<file path="src/rtl/hilo_pkg.sv">
// Shared definitions for the HI/LO multiply controller: op codes, FSM states
// and small op-classification helpers.
package hilo_pkg;

    typedef enum logic [3:0] {
        OP_NOP   = 4'd0,
        OP_MTHI  = 4'd1,
        OP_MTLO  = 4'd2,
        OP_MULT  = 4'd3,
        OP_MADD  = 4'd4,
        OP_MSUB  = 4'd5,
        OP_MULTU = 4'd6
    } op_t;

    typedef enum logic [1:0] {
        S_IDLE = 2'd0,
        S_CALC = 2'd1,
        S_FIX  = 2'd2
    } state_t;

    function automatic logic is_mul(input logic [3:0] op);
        return (op == OP_MULT) || (op == OP_MADD) || (op == OP_MSUB) || (op == OP_MULTU);
    endfunction

    function automatic logic is_signed_op(input logic [3:0] op);
        return (op == OP_MULT) || (op == OP_MADD) || (op == OP_MSUB);
    endfunction

endpackage

</file>
<file path="src/rtl/mult_seq32.sv">
// Sequential unsigned shift-add multiplier: one partial-product step per
// enabled cycle, with a down-counter tracking the remaining steps.
module mult_seq32 #(
    parameter int WIDTH = 32,
    parameter int CW    = $clog2(WIDTH) + 1
) (
    input  logic               clk,
    input  logic               rst_n,
    input  logic               load,
    input  logic               step,
    input  logic [WIDTH-1:0]   a,
    input  logic [WIDTH-1:0]   b,
    output logic [2*WIDTH-1:0] product,
    output logic [CW-1:0]      count
);

    logic [2*WIDTH-1:0] mcand;
    logic [WIDTH-1:0]   mplier;

    // The multiplicand shifts left while the multiplier shifts right, so bit 0
    // of the multiplier always selects whether the current weight is added.
    always_ff @(posedge clk or negedge rst_n) begin
        if (!rst_n) begin
            mcand   <= '0;
            mplier  <= '0;
            product <= '0;
            count   <= '0;
        end else if (load) begin
            mcand   <= {{WIDTH{1'b0}}, a};
            mplier  <= b;
            product <= '0;
            count   <= CW'(WIDTH);
        end else if (step) begin
            if (mplier[0])
                product <= product + mcand;
            mcand  <= mcand << 1;
            mplier <= mplier >> 1;
            count  <= count - CW'(1);
        end
    end

endmodule

</file>
<file path="src/rtl/hilo_muldiv_ctrl.sv">
// HI/LO register file with a multi-cycle signed/unsigned multiply and
// multiply-accumulate/subtract, controlled by an IDLE/CALC/FIX state machine.
module hilo_muldiv_ctrl
    import hilo_pkg::*;
#(
    parameter int WIDTH = 32
) (
    input  logic             Clk,
    input  logic             Rst_n,
    input  logic             Start,
    input  logic [3:0]       Op,
    input  logic [WIDTH-1:0] inA,
    input  logic [WIDTH-1:0] inB,
    input  logic             Abort,
    output logic             Busy,
    output logic             Done,
    output logic [WIDTH-1:0] Hi,
    output logic [WIDTH-1:0] Lo
);

    localparam int CW = $clog2(WIDTH) + 1;

    state_t             state, next_state;
    op_t                op_q;
    logic               sign_q;
    logic [WIDTH-1:0]   hi_q, lo_q;
    logic               done_q;
    logic               start_ok, mul_load, mul_step, commit;
    logic [WIDTH-1:0]   mag_a, mag_b;
    logic [2*WIDTH-1:0] product, fixed, acc, result;
    logic [CW-1:0]      count;

    // Abort wins over a coincident Start, so a flushed instruction never issues.
    assign start_ok = Start && !Abort && (state == S_IDLE);
    assign mag_a    = (is_signed_op(Op) && inA[WIDTH-1]) ? -inA : inA;
    assign mag_b    = (is_signed_op(Op) && inB[WIDTH-1]) ? -inB : inB;

    mult_seq32 #(.WIDTH(WIDTH), .CW(CW)) u_mult (
        .clk     (Clk),
        .rst_n   (Rst_n),
        .load    (mul_load),
        .step    (mul_step),
        .a       (mag_a),
        .b       (mag_b),
        .product (product),
        .count   (count)
    );

    always_comb begin
        next_state = state;
        mul_load   = 1'b0;
        mul_step   = 1'b0;
        commit     = 1'b0;
        case (state)
            S_IDLE: begin
                if (start_ok && is_mul(Op)) begin
                    mul_load   = 1'b1;
                    next_state = S_CALC;
                end
            end
            S_CALC: begin
                if (Abort) begin
                    next_state = S_IDLE;
                end else begin
                    mul_step = 1'b1;
                    if (count == CW'(1))
                        next_state = S_FIX;
                end
            end
            S_FIX: begin
                next_state = S_IDLE;
                if (!Abort)
                    commit = 1'b1;
            end
            default: next_state = S_IDLE;
        endcase
    end

    always_comb begin
        acc   = {hi_q, lo_q};
        fixed = sign_q ? -product : product;
        case (op_q)
            OP_MADD: result = acc + fixed;
            OP_MSUB: result = acc - fixed;
            default: result = fixed;
        endcase
    end

    always_ff @(posedge Clk or negedge Rst_n) begin
        if (!Rst_n) begin
            state  <= S_IDLE;
            op_q   <= OP_NOP;
            sign_q <= 1'b0;
            hi_q   <= '0;
            lo_q   <= '0;
            done_q <= 1'b0;
        end else begin
            state  <= next_state;
            done_q <= commit;
            if (mul_load) begin
                op_q   <= op_t'(Op);
                sign_q <= is_signed_op(Op) && (inA[WIDTH-1] ^ inB[WIDTH-1]);
            end
            if (commit)
                {hi_q, lo_q} <= result;
            else if (start_ok && Op == OP_MTHI)
                hi_q <= inA;
            else if (start_ok && Op == OP_MTLO)
                lo_q <= inA;
        end
    end

    assign Busy = (state != S_IDLE);
    assign Done = done_q;
    assign Hi   = hi_q;
    assign Lo   = lo_q;

endmodule

</file>
<file path="config.mk">
export PLATFORM = sky130hd
export DESIGN_NAME = hilo_muldiv_ctrl
export DESIGN_NICKNAME = d
export VERILOG_FILES = /design/src/rtl/hilo_pkg.sv /design/src/rtl/mult_seq32.sv /design/src/rtl/hilo_muldiv_ctrl.sv
export SDC_FILE = /design/constraint.sdc
export NUM_CORES = 1
export LEC_CHECK = 0
export CAP_MARGIN = 20
export CORE_MARGIN = 2
export CORE_UTILIZATION = 50
export DETAILED_ROUTE_END_ITERATION = 10
export PLACE_DENSITY = 0.69
export SYNTH_ARGS = -nofsm -noshare
export SYNTH_HDL_FRONTEND = slang
export SYNTH_SLANG_ARGS = --single-unit
</file>
<file path="constraint.sdc">
create_clock -name Clk -period 17.84 [get_ports Clk]
set_clock_uncertainty 0.1 [all_clocks]
set_input_delay 5.352 -clock Clk [delete_from_list [all_inputs] [get_ports Clk]]
set_output_delay 5.352 -clock Clk [all_outputs]
set_load 0.01 [all_outputs]
</file>
# After elaboration in Yosys (flattened, before gate mapping)
# Index checks and enable logic that the tools add are counted.
dict set report totals {
  reg_bits 238
  latchBits 0
  ramBits 0
  mem_bits_ro 0
  inputBits 72
  output_inout_bits 66
  word_cells 80
  n_memories 0
}
dict set report classes {
  addsub 7
  multipliers 0
  div 0
  order_cmp 0
  eq_ne 14
  shifts 0
  muxes 27
  bitwise_logic 1
  n_reduce_logical 21
}
# operator n
set ops {}
lappend ops {{two-way mux 64 bit} 6}
lappend ops {{two-way mux 32 bit} 9}
lappend ops {{adder 64 bit} 2}
lappend ops {{case mux 64 bit (2 select lines)} 1}
lappend ops {{negator 32 bit} 2}
lappend ops {{negator 64 bit} 1}
lappend ops {{subtractor 64 bit} 1}
lappend ops {{== test 4 x 3 -> 1 bit (second input constant)} 5}
lappend ops {{two-way mux 6 bit} 2}
lappend ops {{nonzero test 2 bit} 5}
lappend ops {{== test 4 x 2 -> 1 bit (second input constant)} 2}
lappend ops {{logical AND 1 bit} 8}
lappend ops {{== test 6 x 1 -> 1 bit (second input constant)} 1}
lappend ops {{two-way mux 2 bit} 3}
lappend ops {{AND reduction 2 bit} 3}
lappend ops {{subtractor 6 x 1 -> 6 bit (second input constant)} 1}
lappend ops {{two-way mux 1 bit} 5}
lappend ops {{== test 4 x 1 -> 1 bit (second input constant)} 1}
lappend ops {{case mux 2 bit (2 select lines)} 1}
lappend ops {{logical OR 1 bit} 3}
lappend ops {{!= test 3 bit (second input constant)} 1}
lappend ops {{== test 2 x 1 -> 1 bit (second input constant)} 1}
lappend ops {{== test 2 bit (second input constant)} 1}
lappend ops {{logical NOT 2 bit} 1}
lappend ops {{4 further kinds} 4}

# Logic depth before layout (Yosys ltp)
dict set report depth {
  depth_word 9
  mapped_depth 27
}

# Modules after synthesis
# A second synthesis with hierarchy kept.
dict set report unflattened {
  hier_cells 2828
  hier_area_um2 22693.0
}
# mod n_inst cells_each area_each_um2 seq_area_each_um2
set modules_own_cells {}
lappend modules_own_cells {hilo_muldiv_ctrl 1 1645 12094.1 1801.7}
lappend modules_own_cells {mult_seq32 1 1183 10598.9 4154.0}

# Least setup slack after synthesis
# OpenSTA, ideal clock, no wires.
dict set report synth_path {
  path_type {input to register}
  startpoint {input port inB[0]}
  endpoint {register u_mult.mplier[28]}
  setup_time_ns 0.082
  arrival_ns 7.679
  required_ns 17.658
  slack_ns 9.979
  stages 12
  path_buffers 0
  path_cell_list {inv_1 > ha_1 > nand2_1 > or3_1 > or3_1 > nor4_1 > and3_1 > nand2_1 > o31ai_1 > xnor2_1 > nor2_1 > a31oi_1}
}
dict set report synth_between {
  elab_chain_cells 3
}
# item line
set synth_rtl {}
lappend synth_rtl {{from (decl)} hilo_muldiv_ctrl.sv:13} ;# input logic [WIDTH-1:0] inB,
lappend synth_rtl {{negator 32 bit} hilo_muldiv_ctrl.sv:36} ;# assign mag_b = (is_signed_op(Op) && inB[WIDTH-1]) ? -inB : inB;
lappend synth_rtl {{two-way mux 32 bit} hilo_muldiv_ctrl.sv:36}
lappend synth_rtl {{two-way mux 32 bit} mult_seq32.sv:28} ;# end else if (load) begin
lappend synth_rtl {{to (signal assigned)} mult_seq32.sv:37} ;# mplier <= mplier >> 1;
lappend synth_rtl {{to (decl)} mult_seq32.sv:18} ;# logic [WIDTH-1:0] mplier;
# Every way passes these cells.
# A chain may end at the register's enable or synchronous reset.

# Worst setup path in the final report
dict set report layout_path {
  startpoint {register u_mult.product[0]}
  endpoint {register hi_q[30] (netlist: Hi[30])}
}
dict set report layout_between {
  elab_chain_cells 5
  word_cells_on_any_way 6
  cone_classes {3 x add/sub; 3 x mux}
}
# item line
set layout_rtl {}
lappend layout_rtl {{from (decl)} mult_seq32.sv:13} ;# output logic [2*WIDTH-1:0] product,
lappend layout_rtl {{from (signal assigned)} mult_seq32.sv:35} ;# product <= product + mcand;
lappend layout_rtl {{negator 64 bit} hilo_muldiv_ctrl.sv:81} ;# fixed = sign_q ? -product : product;
lappend layout_rtl {{two-way mux 64 bit (*)} hilo_muldiv_ctrl.sv:81}
lappend layout_rtl {{subtractor 64 bit or adder 64 bit (tied branches)} {hilo_muldiv_ctrl.sv:84, hilo_muldiv_ctrl.sv:83}}
lappend layout_rtl {{case mux 64 bit (2 select lines) (*)} hilo_muldiv_ctrl.sv:82} ;# case (op_q)
lappend layout_rtl {{two-way mux 32 bit (*)} hilo_muldiv_ctrl.sv:104} ;# if (commit)
lappend layout_rtl {{to (signal assigned)} hilo_muldiv_ctrl.sv:105} ;# {hi_q, lo_q} <= result;
lappend layout_rtl {{to (signal assigned)} hilo_muldiv_ctrl.sv:107} ;# hi_q <= inA;
lappend layout_rtl {{to (decl)} hilo_muldiv_ctrl.sv:26} ;# logic [WIDTH-1:0] hi_q, lo_q;
# Every way passes the cells marked *; elsewhere a longest branch is shown, timed or not.

==> flow_summary.html <==
<table>
<tr><th>Metric</th><th>Value</th></tr>
<tr><th colspan="2">STA</th></tr>
<tr><td>Max Clock Freq</td><td>119 MHz</td></tr>
<tr><td>Setup violation total in the final timing report</td><td>0</td></tr>
<tr><td>Slew at the pin closest to its max-slew limit</td><td>1.11 ns</td></tr>
<tr><td>Final sum of negative setup slack</td><td>0 ns</td></tr>
<tr><td>Share of the clock period used by the worst path</td><td>47.3%</td></tr>
<tr><td>Final min period</td><td>8.43 ns</td></tr>
<tr><td>Hold violation count in the final report</td><td>0</td></tr>
<tr><td>RSZ-0062 raised after global routing</td><td>no</td></tr>
<tr><td>Pins Over Slew Limit</td><td>0</td></tr>
<tr><td>Slew Limit Headroom</td><td>25.9%</td></tr>
<tr><th colspan="2">Synth</th></tr>
<tr><td>Number of distinct standard cells referenced by the synthesized netlist</td><td>91</td></tr>
<tr><td>Cell with the most instances after synthesis</td><td>nand2_1</td></tr>
<tr><td>Area share of the leading cell type in the synthesized netlist</td><td>26.8%</td></tr>
<tr><td>Synthesized flop and latch total</td><td>238</td></tr>
<tr><td>Share of synthesized area spent on multiplexers</td><td>1.91%</td></tr>
<tr><td>Synth Warn #</td><td>0</td></tr>
<tr><td>Arithmetic-cell share of the synthesized area counting full adders, half adders and majority gates</td><td>7.62%</td></tr>
<tr><td>Largest cells by area after synthesis</td><td>dfrtp_1 (27%), ha_1 (7.4%), nand2_1 (6.2%)</td></tr>
<tr><td>Most area-hungry cell type in the Yosys netlist</td><td>dfrtp_1</td></tr>
<tr><td>Most used flip-flop cell after synthesis</td><td>dfrtp_1</td></tr>
<tr><td>Number of enable flip-flop cells after synthesis</td><td>0</td></tr>
<tr><td>Share of synthesized registers carrying an async set or reset</td><td>100%</td></tr>
<tr><td>Post-synthesis simple-gate area fraction</td><td>22.4%</td></tr>
<tr><td>Sequential cell area fraction in the yosys report</td><td>26.8%</td></tr>
<tr><td>Largest family of logic cells by synthesized area</td><td>compound AO/OA/AOI/OAI gates</td></tr>
<tr><td>Average size of a mapped cell</td><td>7.73 µm²</td></tr>
<tr><td>Synthesized netlist cell count</td><td>2,874</td></tr>
<tr><td>Compound-cell area share of the yosys netlist</td><td>25.6%</td></tr>
<tr><td>Total standard cell area after synthesis</td><td>22,200 µm²</td></tr>
<tr><td>Post-synthesis net count</td><td>3,080</td></tr>
<tr><td>Top cells by count, synth</td><td>nand2_1 (369), a21oi_1 (253), dfrtp_1 (238)</td></tr>
<tr><td>Synthesized-area fraction occupied by xor and xnor cells</td><td>11.8%</td></tr>
<tr><th colspan="2">Route</th></tr>
<tr><td>Routed vias/inst</td><td>6.39</td></tr>
<tr><td>WL final</td><td>78.5 mm</td></tr>
<tr><td>Violation count after the first detailed-route iteration</td><td>2,560</td></tr>
<tr><td>Routed via count</td><td>22,449</td></tr>
<tr><td>Average wire per cell in the routed design</td><td>22.4 µm</td></tr>
<tr><td>Final routed DRC violation total</td><td>0</td></tr>
<tr><td>ANT nets after route</td><td>0</td></tr>
<tr><td>Detailed-routing iteration count for the pre-antenna-repair pass</td><td>6</td></tr>
<tr><th colspan="2">Job</th></tr>
<tr><td>Max_cap viols</td><td>0</td></tr>
<tr><th colspan="2">Cells and area</th></tr>
<tr><td>Area added between synthesis and finish</td><td>12.8%</td></tr>
<tr><td>Net count, final</td><td>3,101</td></tr>
<tr><td>Non-filler cells, final</td><td>3,511</td></tr>
<tr><td>Final Instance Area</td><td>25,000 µm²</td></tr>
<tr><td>Layout cells sized above 1</td><td>4.97%</td></tr>
<tr><th colspan="2">Worst hold path</th></tr>
<tr><td>Kind of path behind the tightest hold check</td><td>reg -&gt; reg</td></tr>
<tr><th colspan="2">GRT</th></tr>
<tr><td>Maximum number of pins on one net before global-route repair</td><td>110</td></tr>
<tr><td>Wire length of the first global-routing pass</td><td>121 mm</td></tr>
<tr><td>Total Routing Usage GR</td><td>33.3%</td></tr>
<tr><td>Number of antenna violations at the first check in global routing</td><td>2</td></tr>
<tr><td>Number of global-route vias before repair</td><td>20,782</td></tr>
<tr><td>Congestion Overflow GR</td><td>0</td></tr>
<tr><th colspan="2">Floorplan</th></tr>
<tr><td>Core region area</td><td>44,000 µm²</td></tr>
<tr><td>Boundary pin count</td><td>138</td></tr>
<tr><td>Die footprint</td><td>46,100 µm²</td></tr>
<tr><td>Die Wd</td><td>215 µm</td></tr>
<tr><td>Number of placement rows</td><td>77</td></tr>
<tr><td>Die Height</td><td>215 µm</td></tr>
<tr><td>Effective utilization at floorplan</td><td>50.4%</td></tr>
<tr><th colspan="2">Critical path</th></tr>
<tr><td>Kind of capture point of the worst setup path</td><td>flop</td></tr>
<tr><td>Required time of the critical path</td><td>18.13 ns</td></tr>
<tr><td>Type of the worst setup path</td><td>reg -&gt; reg</td></tr>
<tr><td>Arrival time reported for the critical path endpoint</td><td>8.73 ns</td></tr>
<tr><td>CP Launch Type</td><td>flop</td></tr>
<tr><td>Crit-path max FO</td><td>9</td></tr>
<tr><th colspan="2">Clock tree</th></tr>
<tr><td>Hold_buf cts</td><td>0</td></tr>
<tr><td>Number of sinks on the clock net</td><td>238</td></tr>
<tr><td>Buffers inserted during post-CTS setup optimization</td><td>0</td></tr>
<tr><td>TritonCTS clock tree</td><td>yes</td></tr>
<tr><td>Number of levels the H-tree was split into</td><td>2</td></tr>
<tr><td>Number of clock buffers inserted by TritonCTS</td><td>34</td></tr>
<tr><td>Resized Gates After CTS</td><td>0</td></tr>
<tr><td>Clock transition at path regs</td><td>0.06 ns</td></tr>
<tr><td>Maximum root-to-sink buffer count</td><td>3</td></tr>
<tr><td>Clock root buffer</td><td>clkbuf_16</td></tr>
<tr><td>Clock latency at the later pin of the worst-skew pair</td><td>0.57 ns</td></tr>
<tr><th colspan="2">Place</th></tr>
<tr><td>Post-detail-place hpwl</td><td>58.9 mm</td></tr>
<tr><td>Placement Cell Area</td><td>23,900 µm²</td></tr>
<tr><td>Post-Place Cells</td><td>3,450</td></tr>
<tr><td>Number of buffers inserted by port buffering</td><td>137</td></tr>
<tr><td>Final RePlAce weighted congestion</td><td>1.01</td></tr>
<tr><th colspan="2">Outcome</th></tr>
<tr><td>Result of the run</td><td>complete, no violations</td></tr>
<tr><th colspan="2">Pwr</th></tr>
<tr><td>Leakage power summed over all cells</td><td>10.8 nW</td></tr>
<tr><td>Maximum vdd ir drop</td><td>0.000118 V</td></tr>
<tr><td>Power density over the cells</td><td>178 nW/µm²</td></tr>
</table>
state kept, by name, summed over array words and instances, names as in the netlist:
register / count
u_mult.count: 6
u_mult.mplier: 32
Lo: 32
u_mult.product: 64
u_mult.mcand: 64
state: 2
Done: 1
Hi: 32
op_q: 4
sign_q: 1
report_power, final:
| part | switching, W | leakage, nW | internal, W |
|---|---|---|---|
| Sequential | 0.000220 | 3.08 | 0.000676 |
| Combinational | 0.00176 | 7.19 | 0.00107 |
| Clock | 0.000282 | 0.568 | 0.000433 |
stage by stage:
stage               hold slack, ns  setup WS [ns]  power, W  utilization [%]
finish                       0.426           9.41   0.00445             56.9
floorplan                    0.361           9.98   0.00285                -
global placement             0.404           9.12   0.00358             54.2
detailed placement           0.400           9.07   0.00363             54.2
global route                 0.451           8.91   0.00474             56.9
CTS                          0.426           9.65   0.00436             56.8
critical path, cell delays in order (launching register included):
cell and delay (ns):
dfrtp_1 0.57, inv_1 0.24, ha_1 0.33, nor2b_1 0.49, a41oi_1 0.21, xnor2_1 0.60, o2111ai_1 0.40, or4b_4 0.63
nor4_4 0.50, and2_1 0.36, nor2b_1 0.31, a21oi_1 0.13, xor2_1 0.18, ha_1 0.41, a21o_1 0.21, a21o_1 0.17
a21oi_1 0.25, o22ai_1 0.17, o2111ai_1 0.20, o21ai_0 0.28, o21ai_1 0.52, nor2_1 0.10, nor3_1 0.38, a21oi_1 0.17
nor4_1 0.25, a311oi_1 0.08
area by class of cell:
type	instances	area (µm²)
fill	4121	19000
multi-input combinational	2412	15400
sequential	238	5960
timing repair buffer	163	1580
clock buffer	47	991
tap	592	741
inverter	46	173
clock inverter	12	168
antenna	1	2.50
path summary, 6_finish.rpt:
| path | from | end | slack [ns] | depth (start not counted) |
|---|---|---|---|---|
| worst min register to register | u_mult.product[63] | u_mult.product[63] | 0.43 | 1 |
| worst max-delay path | u_mult.product[0] | Hi[30] | 9.41 | 25 |
| max in group asynchronous | Rst_n | Lo[24] | 11.18 | 3 |
| worst min-delay path | u_mult.product[63] | u_mult.product[63] | 0.43 | 1 |
| worst max register to register | u_mult.product[0] | Hi[30] | 9.41 | 25 |
| min in group asynchronous | Rst_n | u_mult.product[8] | 4.66 | 1 |
placed cells by master (no fill, tap or decap), drive strengths merged, types with 28 or more instances in the layout:
cell           Yosys  layout
clkdlybuf4s50      0     136
o21ai            232     232
o41ai             29      29
a21oi            253     253
ha               132     132
dfrtp            238     238
nand4             41      41
nand3            121     121
a21o              81      81
a31oi             87      87
xnor2            144     144
xor2             153     153
o31ai             38      38
inv               45      46
mux2i             39      39
nor2             226     226
clkbuf           160      47
o211ai            28      28
and3              28      28
nand2            369     369
nor3              48      48
metal layers:
layer  GRT usage (%)  share of wire (%)  up-vias  wire length (µm)
li1                -                  -    10486                 -
met3            9.12                 11      122              8330
met4            10.0                2.9        0              2310
met1            48.4                 45    10820             35600
met2            47.7                 41     1021             32300
met5               0                  0        -                 0
kinds of logic after synthesis:
| family | after synthesis |
|---|---|
| flops | 238 |
| simple gates | 1029 |
| mux | 42 |
| buf+inv | 224 |
| compound gates | 910 |
| xor+xnor | 297 |
| fa+ha+maj | 134 |
Power figures use the tool's default switching activity.
==> variant 1 (config.mk and constraints unchanged) <==
`WIDTH` is set to 32 in 2 places; all go to 16.
--- a/src/rtl/mult_seq32.sv
+++ b/src/rtl/mult_seq32.sv
@@ -1,7 +1,7 @@
 // Sequential unsigned shift-add multiplier: one partial-product step per
 // enabled cycle, with a down-counter tracking the remaining steps.
 module mult_seq32 #(
-    parameter int WIDTH = 32,
+    parameter int WIDTH = 16,
     parameter int CW    = $clog2(WIDTH) + 1
 ) (
     input  logic               clk,
--- a/src/rtl/hilo_muldiv_ctrl.sv
+++ b/src/rtl/hilo_muldiv_ctrl.sv
@@ -3,7 +3,7 @@
 module hilo_muldiv_ctrl
     import hilo_pkg::*;
 #(
-    parameter int WIDTH = 32
+    parameter int WIDTH = 16
 ) (
     input  logic             Clk,
     input  logic             Rst_n,
Ports: changed (resized Hi, Lo, inA and inB); port bits go from 138 to 74. No check against the original RTL was run, so the function may have changed too.
==> variant 1 against the original RTL <==
Cell area fell by 50%; combinational power fell by 44%; setup slack improved by 0.39 ns; fmax rose by 4.8%; synthesized area fell by 50%; sequential power fell by 48%; total power fell by 46%; routed wire length fell by 61%; sequential cell count fell by 113; non-clock buffer count fell by 76; register-to-register slack improved by 1.8 ns; first-iteration DRC count fell by 71%; count of clock-buffer cells in the layout fell by 29.
==> variant 1: results (changes against the original RTL) <==
CTS max path bufs - 2 (was 3)
Finished Layout Cells - 1696 (was 3511)
Total track usage - 26.2% (was 33.3%)
Worst skew pair latency - 0.44 ns (was 0.57 ns)
Initial antenna violation count - 0 (was 2)
Max-slew headroom - 38.5% (was 25.9%)
Sequential share of the synthesized area - 28.4% (was 26.8%)
Register clock-pin slew on the reported worst setup and hold paths - 0.06 ns (about the same)
Critical Path AT - 8.21 ns (was 8.73 ns)
Max VDD drop - 0.0999 mV (was 0.118 mV)
Top cells by count, synth - 199 x nand2_1, 125 x dfrtp_1, 102 x o21ai_0 (was 369 x nand2_1, 253 x a21oi_1, 238 x dfrtp_1)
Placed wire-length estimate - 21.9 mm (was 58.9 mm)
Number of port buffers - 73 (was 137)
Synth Area per Inst - 8.03 sq um (was 7.73 sq um)
Setup repair bufs after CTS - 0 (unchanged)
CTS Buf Count - 17 (was 34)
DR pass1 iterations - 5 (was 6)
LEAKAGE - 5.55 nW (was 10.8 nW)
Status - completed (unchanged)
GPL Wtd Cong - 0.906 (was 1.01)
Cts repair resizes - 0 (unchanged)
Net Count, Synth - 1484 (was 3080)
Worst-path maximum fanout - 4 (was 9)
DRT iter0 DRCs - 730 (was 2560)
Largest net degree at the start of global routing - 94 (was 110)
Antenna fix cells - 0 (was 1)
First-pass GRT wire length - 49.9 mm (was 121 mm)
Wire per inst - 18.1 microns (was 22.4 microns)
Avg Vias per Cell - 6.05 (was 6.39)
Area after DPL - 11900 sq um (was 23900 sq um)
Register bit count reported by yosys - 125 (was 238)
Biggest regs - u_mult.mcand: 32 flops, u_mult.product: 32 flops (was u_mult.mcand: 64 flops, u_mult.product: 64 flops)
Setup WS pre-CTS - 9.45 ns (was 9.07 ns)
Ys Warns - 0 (unchanged)
P_sw - 0.00117 W (was 0.00227 W)
Worst hold path type - flop to flop (unchanged)
Cell variety after synth - 74 (was 91)
Top cells by area, synth - dfrtp_1 28%, ha_1 7.7%, nand2_1 6.8% (was dfrtp_1 27%, ha_1 7.4%, nand2_1 6.2%)
Main synth FF type - dfrtp_1 (unchanged)
Fraction of layout cells with a size suffix above 1 - 6.14% (was 4.97%)
H-tree levels - 4 (was 2)
Vias in the first global route - 9432 (was 20800)
-- variant 1: cell types whose count changed after synthesis, sizes merged, moves of 80 or more --
cell / before / now
o21ai: 232 / 104
xor2: 153 / 73
dfrtp: 238 / 125
clkbuf: 160 / 58
a21oi: 253 / 90
nand2: 369 / 199
nor2: 226 / 95
xnor2: 144 / 61
-- variant 1: final cells by class --
cell class              count  area (sq um)
clock buffers              18           429
clock inverters            14           136
fillers                  1984          9230
inverters                  24          90.1
multi-input cells        1148          7520
flip-flops and latches    125          3130
well taps                 280           350
repair buffers             87           870
-- variant 1: cells by family (layout without fill, tap and decap cells) --
logic type,count (synthesis),after routing,synth area share (%)
XOR/XNOR,134,134,10.8
AO/OA/AOI/OAI,391,391,22.5
AND/OR/NAND/NOR,506,506,22.3
adder cells (fa/ha/maj),70,70,8.07
flip-flops,125,125,28.4
multiplexers,47,47,4.33
buffers and inverters,101,143,3.71
-- variant 1: power groups by stage --
| stage | sequential (W) | clock (W) | combinational [W] |
|---|---|---|---|
| 6_report | 0.000466 | 0.000345 | 0.00160 |
| 5_1_grt | 0.000477 | 0.000361 | 0.00178 |
| 4_1_cts | 0.000463 | 0.000348 | 0.00158 |
| 3_5_place_dp | 0.000466 | 0 | 0.00157 |
| 3_3_place_gp | 0.000466 | 0 | 0.00154 |
| 2_1_floorplan | 0.000431 | 0 | 0.00127 |
-- variant 1: final timing paths --
| kind | cells past startpoint | slack (ns) | startpoint | to |
|---|---|---|---|---|
| worst max-delay path | 11 | 9.80 | inA[5] | u_mult.mcand[13]$_DFFE_PN0P_ |
| worst min-delay path | 1 | 0.40 | u_mult.product[31]$_DFFE_PN0P_ | u_mult.product[31]$_DFFE_PN0P_ |
| worst max register to register | 21 | 11.23 | u_mult.product[0]$_DFFE_PN0P_ | Hi[15]$_DFFE_PN0P_ |
| worst min register to register | 1 | 0.40 | u_mult.product[31]$_DFFE_PN0P_ | u_mult.product[31]$_DFFE_PN0P_ |
| max in group asynchronous | 3 | 11.81 | Rst_n | Hi[7]$_DFFE_PN0P_ |
| min in group asynchronous | 1 | 4.76 | Rst_n | u_mult.product[8]$_DFFE_PN0P_ |
-- variant 1: per-layer routing --
| layer | GRT usage (%) | vias up | part of all wire (%) |
|---|---|---|---|
| met1 | 37.1 | 4908 | 46 |
| met2 | 41.6 | 283 | 45 |
| met4 | 7.41 | 0 | 2.2 |
| li1 | - | 5012 | - |
| met5 | 0 | - | 0 |
| met3 | 4.41 | 50 | 6.1 |
-- variant 1: worst max-delay path, cell delays in order --
cell and delay [ns]:
clkdlybuf4s50_1 0.59, or4_1 0.64, nor2_1 0.11, nand2_1 0.07, or3_1 0.32, or3_1 0.32, or3_1 0.34, and2_1 0.16
xor2_1 0.13, nor2_1 0.12, a31oi_1 0.05
==> variant 2 (config.mk and constraints unchanged) <==
Made on the original files. Encoding of `state_t`: now one-hot (3 bits for 3 states).
--- a/src/rtl/hilo_pkg.sv
+++ b/src/rtl/hilo_pkg.sv
@@ -12,10 +12,10 @@
         OP_MULTU = 4'd6
     } op_t;
 
-    typedef enum logic [1:0] {
-        S_IDLE = 2'd0,
-        S_CALC = 2'd1,
-        S_FIX  = 2'd2
+    typedef enum logic [2:0] {
+        S_IDLE = 3'b001,
+        S_CALC = 3'b010,
+        S_FIX  = 3'b100
     } state_t;
 
     function automatic logic is_mul(input logic [3:0] op);
Check against the original RTL: same outputs for any inputs over 4 cycles, from zero or initial values and one cycle with Rst_n low; so few cycles prove little.
==> variant 2 against the original RTL <==
Total power rose by 13%; routed wire length fell by 0.88%; worst hold slack got worse by 0.039 ns; sequential power shrank 7.8%; setup slack improved by 0.016 ns; sequential cell count is 1 higher; cell area decreased by 0.63%; synthesized area up 0.23%; critical path type is now input port to flop; critical endpoint is now u_mult.mcand[28]$_DFFE_PN0P_; largest power group unchanged; highest routed layer is now met5.
==> variant 2: results (changes against the original RTL) <==
Status - completed (unchanged)
Worst-path maximum fanout - 6 (was 9)
Hold Startpoint - u_mult.mplier[31]$_DFFE_PN0P_ (was u_mult.product[63]$_DFFE_PN0P_)
DRT iter0 DRCs - 2275 (was 2560)
CTS max path bufs - 3 (unchanged)
Critical Path AT - 8.84 ns (was 8.73 ns)
FF-to-FF Start - u_mult.product[0]$_DFFE_PN0P_ (unchanged)
Clock Tree Root - clkbuf_16 (unchanged)
Crit path largest cell delay - 0.72 ns (was 0.63 ns)
First-pass GRT wire length - 121 mm (about the same)
Source of the critical timing path - inA[10] (was u_mult.product[0]$_DFFE_PN0P_)
Largest net degree at the start of global routing - 108 (was 110)
Top cells by count, synth - 356 x nand2_1, 238 x a21oi_1, 238 x dfrtp_1 (was 369 x nand2_1, 253 x a21oi_1, 238 x dfrtp_1)
H-tree levels - 1 (was 2)
Antenna fix cells - 0 (was 1)
Actual slew at the worst max-slew pin - 1.07 ns (was 1.11 ns)
Top cells by area, synth - dfrtp_1 27%, ha_1 7.4%, nand2_1 6.0% (was dfrtp_1 27%, ha_1 7.4%, nand2_1 6.2%)
Main synth FF type - dfrtp_1 (unchanged)
CTS Buf Count - 30 (was 34)
Worst hold path type - flop to flop (unchanged)
Finished Layout Cells - 3507 (was 3511)
Biggest regs - u_mult.mcand: 64 flops, u_mult.product: 64 flops (unchanged)
LEAKAGE - 11.0 nW (was 10.8 nW)
Sequential share of the synthesized area - 26.9% (was 26.8%)
Max VDD drop - 0.137 mV (was 0.118 mV)
Synth Area per Inst - 7.73 sq um (about the same)
DR pass1 iterations - 5 (was 6)
Total track usage - 32.7% (was 33.3%)
Fraction of layout cells with a size suffix above 1 - 4.15% (was 4.97%)
Initial antenna violation count - 1 (was 2)
Net Sw Frac - 51.4% (was 50.9%)
Number of port buffers - 137 (unchanged)
Max-cap viol count - 0 (unchanged)
Net Count, Synth - 3085 (was 3080)
Cts repair resizes - 0 (unchanged)
Avg Vias per Cell - 6.42 (was 6.39)
Worst skew pair latency - 0.61 ns (was 0.57 ns)
Register clock-pin slew on the reported worst setup and hold paths - 0.06 ns (about the same)
Asr flop ratio synth - 100% (unchanged)
Setup repair bufs after CTS - 0 (unchanged)
Ys Warns - 0 (unchanged)
Fill cells - 4208 (was 4121)
GPL Wtd Cong - 1.02 (was 1.01)
Placed wire-length estimate - 58.4 mm (was 58.9 mm)
Area after DPL - 23900 sq um (about the same)
Routed wire length - 77.8 mm (was 78.5 mm)
Cell variety after synth - 84 (was 91)
Vias in the first global route - 21200 (was 20800)
Critical Path Slowest Stage Cell - nor3b_1 (was or4b_4)
==> variant 2: cell count changes in the layout (fill, tap and decap cells not counted), moves of 10 or more <==
cell      before  now
mux2i_1       39   23
o21a_1        11   22
nand2_1      367  355
a21oi_1      253  238
nand3_1      120  109
o21bai_1      22   32
a22oi_1       26   40
a221o_1        1   11
inv_1         45   66
o21ai_0      226  214
==> variant 2: path summary, 6_finish.rpt <==
path                       cells past startpoint                            end  slack (ns)
min in group asynchronous                      1  u_mult.mplier[29]$_DFFE_PN0P_        4.69
setup / recovery                              10   u_mult.mcand[28]$_DFFE_PN0P_        9.42
max in group asynchronous                      2   u_mult.mcand[19]$_DFFE_PN0P_       11.36
hold / removal                                 2  u_mult.mplier[31]$_DFFE_PN0P_        0.39
setup reg to reg                              23             Hi[30]$_DFFE_PN0P_        9.55
hold reg to reg                                2  u_mult.mplier[31]$_DFFE_PN0P_        0.39
==> variant 2: worst max-delay path: cells and delay by family <==
family                 cells  cell delay [ns]
buffers and inverters      1             0.61
XOR/XNOR                   1             0.17
AND/OR/NAND/NOR            6             2.16
AO/OA/AOI/OAI              2             0.53
==> variant 2: cells by family (layout without fill, tap and decap cells) <==
logic type,Yosys count,after routing,synth area share [%]
adders and majority gates,134,134,7.60
buffers and inverters,243,279,4.21
AOI/OAI and AO/OA,949,949,27.4
xor gates and xnor gates,291,291,11.5
and+or+nand+nor,999,999,21.4
DFF,239,239,26.9
muxes,24,24,1.08
==> variant 2: final cells by class <==
| class | instances | share of cell area (%) |
|---|---|---|
| clock buffer | 44 | 3.47 |
| inverter | 67 | 1.01 |
| multi-input combinational | 2397 | 61.8 |
| clock inverter | 9 | 0.493 |
| sequential | 239 | 24.0 |
| tap | 592 | 2.98 |
| timing repair buffer | 159 | 6.19 |
==> variant 2: through the flow <==
step                setup WS, ns  hold WS [ns]  utilization [%]
CTS                         9.64         0.394             56.4
global route                9.12         0.409             56.4
floorplan                  10.25         0.346                -
global placement            8.98         0.372             54.2
finish                      9.42         0.387             56.4
detailed placement          9.00         0.365             54.2
==> variant 2: power by group through the flow <==
stage / logic [W] / registers, W / clock network, W
finish: 0.00359 / 0.000826 / 0.000619
global route: 0.00392 / 0.000835 / 0.000650
CTS: 0.00350 / 0.000818 / 0.000631
detailed placement: 0.00348 / 0.000823 / 0
global placement: 0.00346 / 0.000822 / 0
floorplan: 0.00264 / 0.000777 / 0
==> variant 2: per-layer routing <==
metal	wire length [microns]	up-vias	part of all wire [%]	GRT usage, %
li1	-	10500	-	-
met1	34100	10800	44	45.8
met2	33400	998	43	50.2
met3	6730	177	8.6	5.61
met4	3580	2	4.6	13.1
met5	10	-	0.013	0
